`src/rtl/maze_pkg.sv`:
```
// Shared types and constants for the maze move sequencer: direction codes,
// button bit positions, FSM state encoding and the direction priority picker.
package maze_pkg;

  localparam int POS_W   = 5;
  localparam int HOLD_W  = 20;
  localparam int NUM_BTN = 5;

  // Direction codes presented on q_dir.
  localparam logic [1:0] DIR_UP    = 2'd0;
  localparam logic [1:0] DIR_RIGHT = 2'd1;
  localparam logic [1:0] DIR_DOWN  = 2'd2;
  localparam logic [1:0] DIR_LEFT  = 2'd3;

  // Bit positions inside the packed button vector {C, L, D, R, U}.
  localparam int BTN_U = 0;
  localparam int BTN_R = 1;
  localparam int BTN_D = 2;
  localparam int BTN_L = 3;
  localparam int BTN_C = 4;

  typedef enum logic [2:0] {
    IDLE  = 3'd0,
    QUERY = 3'd1,
    WAIT  = 3'd2,
    CHECK = 3'd3,
    HOLD  = 3'd4,
    DONE  = 3'd5
  } state_e;

  // Collapse simultaneous direction edges to one request, U > R > D > L.
  function automatic logic [1:0] pick_dir(input logic [3:0] dir_rise);
    logic [1:0] dir;
    dir = DIR_LEFT;
    if (dir_rise[BTN_D]) dir = DIR_DOWN;
    if (dir_rise[BTN_R]) dir = DIR_RIGHT;
    if (dir_rise[BTN_U]) dir = DIR_UP;
    return dir;
  endfunction

endpackage

```
`src/rtl/btn_edge_sync.sv`:
```
// Brings the raw push buttons into the clock domain with a two-flop
// synchroniser and produces a one-cycle pulse on each synchronised rising edge.
module btn_edge_sync #(
  parameter int N = 5
) (
  input  logic         clock,
  input  logic         reset,
  input  logic [N-1:0] btn_i,
  output logic [N-1:0] level_o,
  output logic [N-1:0] rise_o
);

  logic [N-1:0] meta_q;
  logic [N-1:0] sync_q;
  logic [N-1:0] prev_q;

  // Synchroniser chain plus a delayed copy of the synchronised level.
  always_ff @(posedge clock) begin
    if (reset) begin
      meta_q <= '0;
      sync_q <= '0;
      prev_q <= '0;
    end else begin
      meta_q <= btn_i;
      sync_q <= meta_q;
      prev_q <= sync_q;
    end
  end

  for (genvar gi = 0; gi < N; gi++) begin : g_edge
    assign rise_o[gi] = sync_q[gi] & ~prev_q[gi];
  end

  assign level_o = sync_q;

endmodule

```
`src/rtl/maze_move_sequencer.sv`:
```
// Player move sequencer: turns button presses into neighbour/wall lookups,
// commits legal moves, checks for the bomb and counts moves.
// Optional feature macro: MOVE_LIMIT_EN (lose once MOVE_LIMIT moves are used).
module maze_move_sequencer
  import maze_pkg::*;
#(
  parameter int GRID_W      = 5,
  parameter int GRID_H      = 5,
  parameter int START_POS   = 0,
  parameter int HOLD_CYCLES = 1000000,
  parameter int MOVE_LIMIT  = 40
) (
  input  logic             clock,
  input  logic             reset,
  input  logic             btnU,
  input  logic             btnR,
  input  logic             btnD,
  input  logic             btnL,
  input  logic             btnC,
  input  logic             maze_ready,
  input  logic [POS_W-1:0] bomb,
  output logic             q_valid,
  output logic [POS_W-1:0] q_pos,
  output logic [1:0]       q_dir,
  input  logic             r_valid,
  input  logic             r_has_nbr,
  input  logic             r_has_wall,
  input  logic [POS_W-1:0] r_nbr_pos,
  output logic [POS_W-1:0] position,
  output logic [7:0]       move_count,
  output logic             bomb_found,
  output logic             game_over,
  output logic             busy
);

`ifdef MOVE_LIMIT_EN
  localparam logic LIMIT_EN = 1'b1;
`else
  localparam logic LIMIT_EN = 1'b0;
`endif

  localparam logic [POS_W-1:0]  START_Q   = POS_W'(START_POS);
  localparam logic [7:0]        LIMIT     = 8'(MOVE_LIMIT);
  localparam logic [POS_W:0]    NUM_SQ    = (POS_W + 1)'(GRID_W * GRID_H);
  // Counter is cleared on the accepting IDLE cycle, so reaching HOLD_CYCLES-1
  // means HOLD_CYCLES cycles have passed since the press was taken.
  localparam logic [HOLD_W-1:0] HOLD_LAST = HOLD_W'((HOLD_CYCLES > 0) ? HOLD_CYCLES - 1 : 0);
  localparam logic [HOLD_W-1:0] HOLD_MAX  = '1;

  logic [NUM_BTN-1:0] btn_level;
  logic [NUM_BTN-1:0] btn_rise;

  btn_edge_sync #(.N(NUM_BTN)) u_btn (
    .clock   (clock),
    .reset   (reset),
    .btn_i   ({btnC, btnL, btnD, btnR, btnU}),
    .level_o (btn_level),
    .rise_o  (btn_rise)
  );

  state_e            state_q, state_d;
  logic [POS_W-1:0]  pos_q, pos_d;
  logic [7:0]        move_cnt_q, move_cnt_d;
  logic              bomb_found_q, bomb_found_d;
  logic              game_over_q, game_over_d;
  logic [1:0]        q_dir_q, q_dir_d;
  logic [HOLD_W-1:0] hold_cnt_q, hold_cnt_d;

  logic       commit_ok;
  logic [7:0] move_cnt_inc;

  // A response is only taken as a move when it names a real, unwalled square.
  assign commit_ok    = r_has_nbr && !r_has_wall && ({1'b0, r_nbr_pos} < NUM_SQ);
  assign move_cnt_inc = move_cnt_q + 8'd1;

  // State and datapath registers; reset also abandons any in-flight lookup.
  always_ff @(posedge clock) begin
    if (reset) begin
      state_q      <= IDLE;
      pos_q        <= START_Q;
      move_cnt_q   <= '0;
      bomb_found_q <= 1'b0;
      game_over_q  <= 1'b0;
      q_dir_q      <= DIR_UP;
      hold_cnt_q   <= '0;
    end else begin
      state_q      <= state_d;
      pos_q        <= pos_d;
      move_cnt_q   <= move_cnt_d;
      bomb_found_q <= bomb_found_d;
      game_over_q  <= game_over_d;
      q_dir_q      <= q_dir_d;
      hold_cnt_q   <= hold_cnt_d;
    end
  end

  // Next-state and datapath update; edges are only looked at in IDLE.
  always_comb begin
    state_d      = state_q;
    pos_d        = pos_q;
    move_cnt_d   = move_cnt_q;
    bomb_found_d = bomb_found_q;
    game_over_d  = game_over_q;
    q_dir_d      = q_dir_q;

    if (state_q == IDLE)           hold_cnt_d = '0;
    else if (hold_cnt_q != HOLD_MAX) hold_cnt_d = hold_cnt_q + HOLD_W'(1);
    else                           hold_cnt_d = hold_cnt_q;

    case (state_q)
      IDLE: begin
        if (maze_ready) begin
          if (|btn_rise[BTN_L:BTN_U]) begin
            q_dir_d = pick_dir(btn_rise[BTN_L:BTN_U]);
            state_d = QUERY;
          end else if (btn_rise[BTN_C]) begin
            state_d = CHECK;
          end
        end
      end
      QUERY: state_d = WAIT;
      WAIT: begin
        if (r_valid) begin
          state_d = HOLD;
          if (commit_ok) begin
            pos_d = r_nbr_pos;
            if (move_cnt_q != 8'hFF) begin
              move_cnt_d = move_cnt_inc;
              if (LIMIT_EN && (move_cnt_inc == LIMIT) && !bomb_found_q) begin
                game_over_d = 1'b1;
                state_d     = DONE;
              end
            end
          end
        end
      end
      CHECK: begin
        if (pos_q == bomb) begin
          bomb_found_d = 1'b1;
          state_d      = DONE;
        end else begin
          state_d = HOLD;
        end
      end
      HOLD: begin
        if ((hold_cnt_q >= HOLD_LAST) && !(|btn_level)) state_d = IDLE;
      end
      DONE:    state_d = DONE;
      default: state_d = IDLE;
    endcase
  end

  assign q_valid    = (state_q == QUERY);
  assign q_pos      = pos_q;
  assign q_dir      = q_dir_q;
  assign position   = pos_q;
  assign move_count = move_cnt_q;
  assign bomb_found = bomb_found_q;
  assign game_over  = game_over_q;
  assign busy       = (state_q != IDLE);

endmodule

```
`config.mk`:
```
export PLATFORM = sky130hd
export DESIGN_NAME = maze_move_sequencer
export DESIGN_NICKNAME = d
export VERILOG_FILES = /design/src/rtl/maze_pkg.sv /design/src/rtl/btn_edge_sync.sv /design/src/rtl/maze_move_sequencer.sv
export SDC_FILE = /design/constraint.sdc
export NUM_CORES = 1
export LEC_CHECK = 0
export ABC_AREA = 1
export CORE_MARGIN = 2
export CORE_UTILIZATION = 50
export CTS_CLUSTER_SIZE = 25
export DETAILED_ROUTE_END_ITERATION = 10
export PLACE_DENSITY = 0.73
export SYNTH_ARGS = -nofsm -noshare
export SYNTH_HDL_FRONTEND = slang
export SYNTH_SLANG_ARGS = --single-unit
```
`constraint.sdc`:
```
create_clock -name clock -period 2.35 [get_ports clock]
set_clock_uncertainty 0.2 [all_clocks]
set_input_delay 0.235 -clock clock [delete_from_list [all_inputs] [get_ports clock]]
set_output_delay 0.235 -clock clock [all_outputs]
set_load 0.01 [all_outputs]
```
==> flow_summary_export.csv, run 1 <==
group,metric,value,unit
drt,wire_per_inst,10.9,um
drt,met3WireLength,174,um
placed_design,place.port_buffers,43,
placed_design,dp_hpwl,4.05,mm
drt,drc,0,
drt,drt.antenna.violating_nets,0,
sta,max_freq,487,MHz
drt,vias_per_cell,4.73,
logic_synthesis,synth-compound-area-share,7.76,%
grt,grt_pass1_wl,9.17,mm
pwr,combPwrFrac,24.1,%
critical_path,r2r_slack,0.39,ns
grt,grt_max_degree,19,
cells_and_area,area_delta_synth_final,21.7,%
drt,met2_length,2.51,mm
critical_path,r2r_cells,9,
critical_path,critical_path.endpoint,"q_valid",
sta,setup_viol,0,
run_status,status,"complete, no violations",
grt,antenna_found_initial,0,
critical_path,crit_type,"flip-flop to primary output",
cells_and_area,drive_gt1_share,6.76,%
grt,grt_pass1_vias,2134,
grt,grt_overflow_total,0,
pwr,ir_drop,391,uV
floorplan,die_h,76.5,um
critical_path,crit_path_end_kind,"primary output",
logic_synthesis,syn-num-nets,396,
clock_network,insertion_delay,0.31,ns
logic_synthesis,synth_top_family_by_area,"simple AND/OR/NAND/NOR gates",
cells_and_area,seqCellArea,1080,um^2
floorplan,fp.dieArea,5850,um^2
clock_network,cts_hold_buf,0,
drt,wl_met1,2.50,mm
clock_network,cts.clk_slew.worst_paths,0.10,ns
logic_synthesis,syn-mean-instance-area,7.04,um^2
clock_network,clk_path_buf_depth,2,
cells_and_area,fill_cells,471,
logic_synthesis,ys_seq_elements,54,
critical_path,crit_family,"buffers and inverters",
logic_synthesis,ys_warn_count,0,
sta,timing.final.crit_share,87.4,%
placed_design,gp_congestion,0.841,
run,maxCapViolations,0,
clock_network,cts_tree,"yes",
worst_hold_path,hold_path_class,"flip-flop to flip-flop",
cells_and_area,final_common_cell,"nor2_1",
critical_path,startpoint_type,"flip-flop",
critical_path,crit_buf_inv,2,
pwr,pwr-share-seq,46.9,%
pwr,sw_frac_of_total,30.5,%
clock_network,cts_inserted_buffers,5,
pwr,p_int,1.51,mW
critical_path,required,1.91,ns
floorplan,placementRows,26,
drt,drt-total-wl,5.28,mm
logic_synthesis,syn-cell-area,2630,um^2
logic_synthesis,syn_inst,373,
sta,slew_violations,0,
floorplan,ios,45,
pwr,clkPwrFrac,28.9,%
critical_path,worstSetupPathDepth,3,
sta,setup_tns,0,ns
clock_network,clockRootBuffer,"clkbuf_8",
cells_and_area,multi_input_area,1240,um^2
logic_synthesis,synth-adder-area-share,0.952,%
floorplan,core_region_area,5070,um^2
pwr,cellPowerDensity,682,nW/um^2
logic_synthesis,synth_seq_area_share,41.1,%
drt,drt_pre_antenna_iters,4,
critical_path,rr_startpoint,"hold_cnt_q[0]",
drt,highest_layer,"met4",
critical_path,cp.arrival,1.62,ns
pwr,switching_power,0.665,mW
drt,drt_iter0_drc,115,
grt,track_usage,19.2,%
logic_synthesis,synthMuxAreaShare,0,%
pwr,leakage,1.35,nW
cells_and_area,final_cell_mix,"72 x nor2_1, 62 x nand2_1, 57 x inv_1",
clock_network,clock-sinks,54,
logic_synthesis,synth_cell_types,32,
cells_and_area,diodes,0,
cells_and_area,utilization,63.0,%
drt,vias,2288,
cells_and_area,nets,436,
critical_path,critical-path-max-stage-delay,0.62,ns
critical_path,r2r_end,"hold_cnt_q[13]",
critical_path,cp_cell_sequence,"inv_1 > nor3_1 > clkdlybuf4s50_1",
logic_synthesis,synth_xor_area_share,6.33,%
sta,final_hold_viol_count,0,
critical_path,crit_slowest_cell,"clkdlybuf4s50_1",
sta,rsz0062_at_grt,"false",
clock_network,postCtsSetupBuffers,0,
critical_path,worstPathMaxFanout,5,
floorplan,start_util,51.8,%
clock_network,htreeDepth,2,
critical_path,worstSetupStartpoint,"state_q[0]",
sta,finalCriticalPeriod,2.05,ns
floorplan,dieWidth,76.5,um
logic_synthesis,synth-simple-area-share,32.2,%
clock_network,ctsResizeCount,0,
-- power groups by stage --
| stage | combinational [mW] | sequential [mW] | clock [mW] |
|---|---|---|---|
| floorplan | 0.347 | 1.04 | 0 |
| global placement | 0.523 | 1.04 | 0 |
| detailed placement | 0.531 | 1.04 | 0 |
| CTS | 0.533 | 1.02 | 0.659 |
| global route | 0.590 | 1.03 | 0.695 |
| finish | 0.526 | 1.02 | 0.631 |
-- worst reg2reg max path: stages, from the launching register on --
cell      delay, ns
dfxtp_1        0.39
ha_1           0.28
nand3_2        0.12
nor2_4         0.14
nand2_2        0.09
nor2_4         0.13
nand3b_4       0.21
inv_2          0.19
o21ai_0        0.11
inv_1          0.06
-- how the worst min path moves through the flow --
| stage | cells after the start | slack (ns) | startpoint | endpoint |
|---|---|---|---|---|
| finish | 2 | 0.21 | u_btn.meta_q[1] | u_btn.level_o[1] |
| floorplan | 1 | 0.10 | reset | position[2] |
| global route | 2 | 0.22 | u_btn.meta_q[1] | u_btn.level_o[1] |
| detailed placement | 2 | 0.20 | u_btn.meta_q[0] | u_btn.level_o[0] |
| global placement | 2 | 0.19 | u_btn.meta_q[3] | u_btn.level_o[3] |
| CTS | 2 | 0.21 | u_btn.meta_q[4] | u_btn.level_o[4] |
-- metal layers --
layer / track usage (%) / vias up
met3: 4.03 / 12
li1: - / 1234
met1: 24.0 / 1002
met2: 32.7 / 40
met5: 0 / -
met4: 7.09 / 0
-- sequential cells by signal (all words and copies together), names as in the netlist, 2 cells and up --
signal         flops
q_dir              2
u_btn.level_o      5
move_count         8
u_btn.prev_q       5
state_q            3
hold_cnt_q        20
position           5
u_btn.meta_q       5
-- cell usage after synthesis (all sizes together) --
master / instances / area [um^2]
a21boi: 1 / 7.51
a21oi: 17 / 88.8
a31oi: 3 / 18.8
buf: 9 / 68.8
clkbuf: 3 / 11.3
conb: 1 / 3.75
dfxtp: 54 / 1080
ha: 2 / 25.0
inv: 59 / 221
nand2: 64 / 245
nand3: 26 / 145
nand3b: 2 / 27.5
nand4: 5 / 31.3
nor2: 76 / 310
nor3: 10 / 55.1
o211ai: 1 / 7.51
o21ai: 15 / 75.1
o22ai: 1 / 6.26
or2: 5 / 31.3
xnor2: 8 / 70.1
xor2: 11 / 96.3
-- through the flow --
stage / total power, mW / hold slack, ns / instances / setup slack, ns / area (um^2)
floorplan: 1.39 / 0.104 / 373 / 0.667 / 2630
global placement: 1.56 / 0.189 / 476 / 0.238 / 3080
detailed placement: 1.57 / 0.195 / 476 / 0.173 / 3080
CTS: 2.21 / 0.214 / 484 / 0.287 / 3200
global route: 2.31 / 0.220 / 484 / 0.191 / 3200
finish: 2.18 / 0.211 / 484 / 0.296 / 3200
-- final cells by class --
cell class                 instances  area share [%]
multi-input combinational        248            38.9
sequential                        54            33.8
timing repair buffer              45            13.9
inverter                          59            6.93
tap                               70            2.74
clock buffer                       5            2.15
clock inverter                     3            1.49
-- kinds of logic after synthesis --
group,Yosys count
compound gates,38
xor+xnor,19
fa+ha+maj,2
buf+inv,71
flops,54
other cells,1
simple gates,188
(Power assumes the default switching activity.)
==> inputs of run 2 (changes only) <==
--- a/config.mk
+++ b/config.mk
@@ -11,6 +11,7 @@
 export CTS_CLUSTER_SIZE = 25
 export DETAILED_ROUTE_END_ITERATION = 10
 export PLACE_DENSITY = 0.73
+export REMOVE_ABC_BUFFERS = 1
 export SYNTH_ARGS = -nofsm -noshare
 export SYNTH_HDL_FRONTEND = slang
 export SYNTH_SLANG_ARGS = --single-unit
==> run 2 against run 1 <==
Against the previous run: design area down 0.20%; sequential share of layout area is 0.066 points higher; register-to-register slack worse by 0.02 ns; fmax down 0.93%; global-route usage down 0.14 points; final cell count stayed put; flip-flop and latch count did not move; via count rose by 2.2%; utilization shrank 0.12 points; total power hardly changed; critical endpoint unchanged; highest routed layer unchanged.
==> flow_summary_export.csv, run 2 (synthesis gave the netlist of run 1 again) <==
group,metric,value,unit
grt,grt_pass1_wl,9.32,mm
sta,max_freq,482,MHz
critical_path,r2r_slack,0.37,ns
worst_hold_path,whs_path_depth,2,
run_status,status,"complete, no violations",
critical_path,crit_path_end_kind,"primary output",
floorplan,core_region_area,5070,um^2
clock_network,cts_hold_buf,0,
cells_and_area,area_delta_synth_final,21.4,%
sta,rsz0062_at_grt,"false",
cells_and_area,final_cell_mix,"72 x nor2_1, 62 x nand2_1, 57 x inv_1",
cells_and_area,top_register,"hold_cnt_q",
floorplan,start_util,51.8,%
cells_and_area,diodes,0,
critical_path,worstSetupStartpoint,"state_q[0]",
critical_path,worstSetupPathDepth,3,
critical_path,crit_type,"flip-flop to primary output",
cells_and_area,nets,436,
grt,grt_overflow_total,0,
cells_and_area,final_common_cell,"nor2_1",
critical_path,rr_startpoint,"hold_cnt_q[0]",
grt,grt_max_degree,23,
sta,hold_slack,0.203,ns
critical_path,crit_slowest_cell,"clkdlybuf4s50_1",
critical_path,crit_buf_inv,2,
critical_path,startpoint_type,"flip-flop",
clock_network,clockRootBuffer,"clkbuf_8",
critical_path,crit_family,"buffers and inverters",
pwr,cellPowerDensity,684,nW/um^2
placed_design,dp_hpwl,4.14,mm
sta,timing.final.crit_share,88.2,%
sta,finalCriticalPeriod,2.07,ns
drt,drt_pre_antenna_iters,4,
placed_design,gp_congestion,0.886,
clock_network,insertion_delay,0.31,ns
drt,drt_iter0_drc,133,
pwr,ir_drop,404,uV
clock_network,cts_inserted_buffers,5,
critical_path,worstPathMaxFanout,5,
floorplan,ios,45,
critical_path,critical-path-max-stage-delay,0.62,ns
grt,track_usage,19.1,%
clock_network,cts.clk_slew.worst_paths,0.09,ns
clock_network,clk_path_buf_depth,2,
clock_network,htreeDepth,2,
floorplan,die_h,76.5,um
drt,drt-total-wl,5.34,mm
sta,slew_violations,0,
critical_path,required,1.91,ns
critical_path,r2r_cells,9,
critical_path,cp_cell_sequence,"inv_1 > nor3_1 > clkdlybuf4s50_1",
cells_and_area,drive_gt1_share,6.52,%
clock_network,clock-sinks,54,
cells_and_area,largest_reg_flops,20,
drt,drt.antenna.violating_nets,0,
clock_network,cts_tree,"yes",
drt,drc,0,
clock_network,ctsResizeCount,0,
floorplan,placementRows,26,
critical_path,cp.arrival,1.64,ns
placed_design,place.port_buffers,43,
cells_and_area,utilization,62.9,%
pwr,leakage,1.35,nW
grt,grt_pass1_vias,2111,
sta,setup_viol,0,
drt,vias,2339,
clock_network,postCtsSetupBuffers,0,
run,maxCapViolations,0,
grt,antenna_found_initial,0,
critical_path,r2r_end,"hold_cnt_q[1]",
sta,final_hold_viol_count,0,
floorplan,dieWidth,76.5,um
floorplan,fp.dieArea,5850,um^2
worst_hold_path,hold_path_class,"flip-flop to flip-flop",
drt,wire_per_inst,11.0,um
critical_path,critical_path.endpoint,"q_valid",
drt,vias_per_cell,4.83,
sta,setup_tns,0,ns
==> run 2: changes by cell type in the layout (fill, tap and decap cells not counted) <==
cell / delta
clkbuf_1: +1
clkinv_4: -1
clkinvlp_4: +1
inv_6: -1
==> run 2: worst reg2reg max path, delay by kind of cell, from the launching register on <==
kind | cells | cell delay [ns]
AND/OR/NAND/NOR | 7 | 0.87
flip-flops | 1 | 0.40
adder cells (fa/ha/maj) | 1 | 0.28
buffers and inverters | 1 | 0.18
==> run 2: layout make-up <==
type | instances | area (um^2)
inverter | 59 | 221
sequential | 54 | 1080
tap | 70 | 87.6
fill | 484 | 1880
multi-input combinational | 248 | 1240
clock inverter | 2 | 37.5
timing repair buffer | 45 | 445
clock buffer | 6 | 72.6
==> run 2: how the worst min path moves through the flow <==
| stage | from | endpoint | slack (ns) |
|---|---|---|---|
| after floorplan | reset | bomb_found | 0.10 |
| after global placement | u_btn.meta_q[0] | u_btn.level_o[0] | 0.19 |
| after detailed placement | u_btn.meta_q[3] | u_btn.level_o[3] | 0.20 |
| after CTS | u_btn.meta_q[0] | u_btn.level_o[0] | 0.21 |
| after global routing | u_btn.meta_q[0] | u_btn.level_o[0] | 0.22 |
| final | u_btn.meta_q[0] | u_btn.level_o[0] | 0.20 |
==> run 2: power by group <==
group	switching (mW)	total [mW]	internal [mW]
logic	0.317	0.546	0.229
registers	0.0511	1.02	0.971
clock network	0.296	0.614	0.318
==> run 2: metrics by stage <==
step	setup slack, ns	std cells	instance area, um^2	power [mW]
finish	0.277	484	3190	2.18
global route	0.161	484	3190	2.31
CTS	0.276	484	3190	2.20
detailed placement	0.214	476	3080	1.59
global placement	0.233	476	3080	1.58
floorplan	0.657	361	2550	1.37
==> run 2: per-layer routing <==
layer | track usage (%) | vias up | wire [um] | part of all wire, %
li1 | - | 1233 | - | -
met1 | 25.5 | 1048 | 2490 | 47
met2 | 32.0 | 50 | 2550 | 48
met3 | 2.49 | 8 | 223 | 4.2
met4 | 6.00 | 0 | 78 | 1.5
met5 | 0 | - | 0 | 0
